--- src/rtl/vga_timing_gen.sv ---
// vga_timing_gen: raster timing generator (counters, DE, syncs, line/frame
// pulses, frame counter) plus a delay-matched output stage that realigns the
// renderer's RGB with the sync/DE signals and blanks it outside the active area.
module vga_timing_gen #(
  parameter int H_ACTIVE  = 1024,
  parameter int H_FP      = 24,
  parameter int H_SYNC    = 136,
  parameter int H_BP      = 160,
  parameter int V_ACTIVE  = 768,
  parameter int V_FP      = 3,
  parameter int V_SYNC    = 6,
  parameter int V_BP      = 29,
  parameter int HSYNC_POL = 0,
  parameter int VSYNC_POL = 0,
  parameter int PIPE_DLY  = 1
) (
  input  logic        clk,
  input  logic        rst_n,
  input  logic        en,
  output logic [10:0] pix_x,
  output logic [10:0] pix_y,
  output logic        video_active,
  output logic        hsync,
  output logic        vsync,
  output logic        line_start,
  output logic        frame_start,
  output logic [15:0] frame_cnt,
  input  logic [5:0]  rgb_in,
  output logic [5:0]  rgb_out,
  output logic        hsync_o,
  output logic        vsync_o,
  output logic        de_o
);

  // Totals must fit the 11-bit counters (<= 2048).
  localparam int H_TOTAL = H_ACTIVE + H_FP + H_SYNC + H_BP;
  localparam int V_TOTAL = V_ACTIVE + V_FP + V_SYNC + V_BP;

  localparam logic [10:0] H_LAST   = 11'(H_TOTAL - 1);
  localparam logic [10:0] V_LAST   = 11'(V_TOTAL - 1);
  localparam logic [10:0] H_VIS    = 11'(H_ACTIVE);
  localparam logic [10:0] V_VIS    = 11'(V_ACTIVE);
  localparam logic [10:0] HS_START = 11'(H_ACTIVE + H_FP);
  localparam logic [10:0] HS_END   = 11'(H_ACTIVE + H_FP + H_SYNC - 1);
  localparam logic [10:0] VS_START = 11'(V_ACTIVE + V_FP);
  localparam logic [10:0] VS_END   = 11'(V_ACTIVE + V_FP + V_SYNC - 1);

  localparam logic HS_ON = (HSYNC_POL != 0);
  localparam logic VS_ON = (VSYNC_POL != 0);

  // Pipeline word layout: {hsync, vsync, de, rgb[5:0]}
  localparam logic [8:0] PIPE_RST = {~HS_ON, ~VS_ON, 1'b0, 6'd0};

  logic [10:0] x_next;
  logic [10:0] y_next;
  logic        x_wrap;
  logic        frame_next;
  logic [8:0]  pipe_in;
  logic [8:0]  pipe_reg [PIPE_DLY];

  // Next raster position; decode is taken from this so every registered
  // output describes the same pixel as pix_x/pix_y in the same cycle.
  always_comb begin
    x_wrap = (pix_x == H_LAST);
    x_next = x_wrap ? 11'd0 : pix_x + 11'd1;
    y_next = pix_y;
    if (x_wrap) begin
      y_next = (pix_y == V_LAST) ? 11'd0 : pix_y + 11'd1;
    end
    frame_next = (x_next == 11'd0) && (y_next == 11'd0);
  end

  // Counters and decoded timing signals, all registered and advanced only on en.
  always_ff @(posedge clk or negedge rst_n) begin
    if (!rst_n) begin
      pix_x        <= H_LAST;
      pix_y        <= V_LAST;
      video_active <= 1'b0;
      hsync        <= ~HS_ON;
      vsync        <= ~VS_ON;
      line_start   <= 1'b0;
      frame_start  <= 1'b0;
      frame_cnt    <= 16'd0;
    end else if (en) begin
      pix_x        <= x_next;
      pix_y        <= y_next;
      video_active <= (x_next < H_VIS) && (y_next < V_VIS);
      hsync        <= ((x_next >= HS_START) && (x_next <= HS_END)) ? HS_ON : ~HS_ON;
      vsync        <= ((y_next >= VS_START) && (y_next <= VS_END)) ? VS_ON : ~VS_ON;
      line_start   <= (x_next == 11'd0);
      frame_start  <= frame_next;
      if (frame_next) begin
        frame_cnt <= frame_cnt + 16'd1;
      end
    end
  end

  // RGB is blanked on entry so the last stage can drive the pins directly.
  assign pipe_in = {hsync, vsync, video_active, video_active ? rgb_in : 6'd0};

  // Output delay line; stalls together with the counters when en is low.
  always_ff @(posedge clk or negedge rst_n) begin
    if (!rst_n) begin
      for (int i = 0; i < PIPE_DLY; i++) begin
        pipe_reg[i] <= PIPE_RST;
      end
    end else if (en) begin
      pipe_reg[0] <= pipe_in;
      for (int i = 1; i < PIPE_DLY; i++) begin
        pipe_reg[i] <= pipe_reg[i-1];
      end
    end
  end

  assign {hsync_o, vsync_o, de_o, rgb_out} = pipe_reg[PIPE_DLY-1];

endmodule
--- config.mk ---
export PLATFORM = sky130hd
export DESIGN_NAME = vga_timing_gen
export DESIGN_NICKNAME = d
export VERILOG_FILES = /design/src/rtl/vga_timing_gen.sv
export SDC_FILE = /design/constraint.sdc
export NUM_CORES = 1
export LEC_CHECK = 0
export ABC_CLOCK_PERIOD_IN_PS = 4000
export BUFFER_PORTS_ARGS = -buffer_cell sky130_fd_sc_hd__clkbuf_2
export CAP_MARGIN = 20
export CELL_PAD_IN_SITES_DETAIL_PLACEMENT = 1
export CELL_PAD_IN_SITES_GLOBAL_PLACEMENT = 1
export CORE_MARGIN = 2
export CORE_UTILIZATION = 42
export CTS_CLUSTER_DIAMETER = 100
export DETAILED_ROUTE_END_ITERATION = 10
export PLACE_DENSITY_LB_ADDON = 0.1
export SETUP_SLACK_MARGIN = 0.02
export SLEW_MARGIN = 30
export SYNTH_ARGS = -nofsm -noshare
export SYNTH_HDL_FRONTEND = slang
export SYNTH_SLANG_ARGS = --single-unit
--- constraint.sdc ---
create_clock -name clk -period 4 [get_ports clk]
set_clock_uncertainty 0.2 [all_clocks]
set_input_delay 0.8 -clock clk [delete_from_list [all_inputs] [get_ports clk]]
set_output_delay 0.8 -clock clk [all_outputs]
set_load 0.02 [all_outputs]
==> results.yml <==
logic_synthesis:
  synth_seq_area_share_pct: 42.1
  synth_cell_types: 58
  synth-edff-count: 0
  syn-instance-count: 341
  synthSimpleGateAreaFrac_pct: 26.6
  synth.area.mux_share_pct: 2.07
  synth-adder-area-share_pct: 2.39
  syn_avg_cell_area_sq_um: 9.21
  synth_top_family_by_area: "simple AND/OR/NAND/NOR gates"
  yosysWarnings: 0
  synth-seq-cells: 52
  syn_area_sq_um: 3140
  synth_xor_area_share_pct: 8.04
  ys.flop_type: "dfrtp_1"
  synthTopCellsByArea: "dfrtp_1, dfstp_2, xor2_1, nand2_1, nand3_1"
  async_flop_share_pct: 100
  syn_nets: 356
  yosysTopAreaCell: "dfrtp_1"
  synth.top_cell.area_share_pct: 27.9
  synth_compound_area_share_pct: 13.5
cells_and_area:
  nFillCells: 909
  layout_common_cells: "clkbuf_2, nand2_1, dfrtp_1"
  fin_nets: 406
  final_common_cell: "clkbuf_2"
  largest_reg_flops: 16
  regMostFlops: "frame_cnt"
  stdcell_count: 491
  reg.largest.list: "frame_cnt x16, pix_x x11, pix_y x11"
  syn_to_final_growth_pct: 14.7
  diodes: 0
  drive_above_1_share_pct: 28.1
routing:
  viasPerCell: 5.50
  drt_iter0_markers: 73
  ant_nets: 0
  drc: 0
  vias: 2702
  wl_per_cell_um: 16.5
  drt_pre_antenna_iters: 5
  wl_um: 8110
worst_setup_path:
  cp.arrival_ns: 3.51
  max_stage_delay_ns: 0.61
  crit_path_end_kind: "flop"
  cp_cell_sequence: "ha_1 -> nand4_2 -> nor3_2 -> nand2_1 -> xor2_1 -> nand3_1 -> buf_4 -> nor4b_1 -> xor2_1"
  cp-start-kind: "flop"
  worstSetupPathType: "reg -> reg"
  worst_ep_required_time_ns: 4.04
  crit_path_top_delay_cell: "dfstp_2"
  worstPathMaxFanout: 13
  crit_top_cell: "xor2_1"
pwr:
  vdd_drop_max_mv: 0.222
  power.density_nw_per_um2: 405
  leakagePower_uw: 0.00166
clocking:
  cts_resized: 0
  clk_pin_slew_ns: 0.10
  clockBufferDepth: 2
  cts_buffers: 5
  cts_hold_buffers: 0
  clk_latency_ns: 0.31
  clock-sinks: 52
  htree_levels: 2
  post-cts-setup-buffer-count: 0
  cts_tree: "yes"
  root_buffer: "clkbuf_8"
timing:
  rsz0062_at_grt: "false"
  setup_viol: 0
  slew_headroom_pct: 49.5
  worst-slew-pin-transition_ns: 0.757
  fmax_ghz: 0.288
  hold_viol: 0
  fin_crit_ns: 3.47
  tns_ns: 0
  drv_slew: 0
  finalCritPeriodShare_pct: 86.8
global_routing:
  grt_pass1_vias: 2723
  grt_overflow: 0
  grt_antenna_before_repair: 0
  grt_max_degree: 42
  grt_pass1_wl_um: 14000
  grt_use_total_pct: 21.0
status:
  outcome: "complete, no violations"
floorplanning:
  start_util_pct: 43.3
  rows: 31
  coreArea_sq_um: 7250
  ios: 61
  die_area_sq_um: 8190
  dieWidth_um: 90.5
  die_h_um: 90.5
placement:
  io_buffer_count: 60
  place_hpwl_um: 5880
  gp_congestion: 0.794
  place_inst: 483
run:
  maxCapViolCount: 0
worst_hold_path:
  hp-class: "reg -> reg"
synth_stat cells, types with 2 or more instances:
cell type,n
a211oi_1,2
a21o_1,3
a21oi_1,10
a2bb2oi_1,2
a31oi_1,4
a32o_1,2
and2_1,6
and3_1,9
and4_1,2
buf_2,8
buf_4,2
clkbuf_1,9
dfrtp_1,35
dfstp_2,17
ha_1,6
inv_1,16
mux2_2,4
mux2i_1,2
nand2_1,37
nand2b_1,3
nand3_1,25
nand3b_1,2
nand4_1,4
nor2_1,22
nor3_1,10
nor4_1,2
nor4_2,7
nor4b_1,4
o21ai_0,25
o22ai_1,3
o31ai_1,5
or2_2,2
xnor2_1,8
xor2_1,19
final cells by class:
type	count	area, sq um	area share [%]
multi-input combinational	252	1660	45.9
sequential	52	1320	36.7
timing repair buffer	64	330	9.17
tap	99	124	3.44
clock buffer	6	72.6	2.01
inverter	16	60.1	1.67
clock inverter	2	38.8	1.08
layer usage:
layer  up-vias  global-route usage, %  share of wire, %
li1       1308                      -                 -
met1      1335                   28.7                46
met2        51                   35.0                50
met3         8                   3.42               2.9
met4         0                   5.00               1.1
met5         -                      0                 0
cell families after synthesis:
kind of cell / Yosys count
buffers and inverters: 37
adders and majority gates: 6
DFF: 52
xor gates and xnor gates: 28
AOI/OAI and AO/OA: 67
and+or+nand+nor: 145
muxes: 6
worst paths after layout:
path,from,slack [ns],end,cells past startpoint
min in group asynchronous,rst_n,0.34,frame_cnt[14],1
hold / removal,frame_cnt[10],0.29,frame_cnt[10],1
setup / recovery,pix_x[1],0.53,frame_cnt[8],9
hold reg to reg,frame_cnt[10],0.29,frame_cnt[10],1
setup reg to reg,pix_x[1],0.53,frame_cnt[8],9
max in group asynchronous,rst_n,2.40,pix_y[8],2
power breakdown:
group	switching [uW]	internal (uW)
Sequential	112	604
Clock	185	189
Combinational	224	145
per-stage QoR:
step           area [sq um]  power [uW]  setup WS (ns)  hold WS, ns  util [%]
2_1_floorplan          3140         973           1.01        0.304         -
3_3_place_gp           3490        1090          0.703        0.264      48.1
3_5_place_dp           3490        1100          0.563        0.276      48.1
4_1_cts                3600        1480          0.542        0.297      49.7
5_1_grt                3600        1550          0.199        0.317      49.7
6_report               3600        1460          0.528        0.291      49.7
worst max-delay path, delay by kind of cell (launching register included):
kind                       cells  cell delay, ns
adders and majority gates      1            0.45
and+or+nand+nor                5            1.51
xor gates and xnor gates       2            0.39
buffers and inverters          1            0.24
DFF                            1            0.61
No activity file was read; power rests on OpenSTA's default activity.
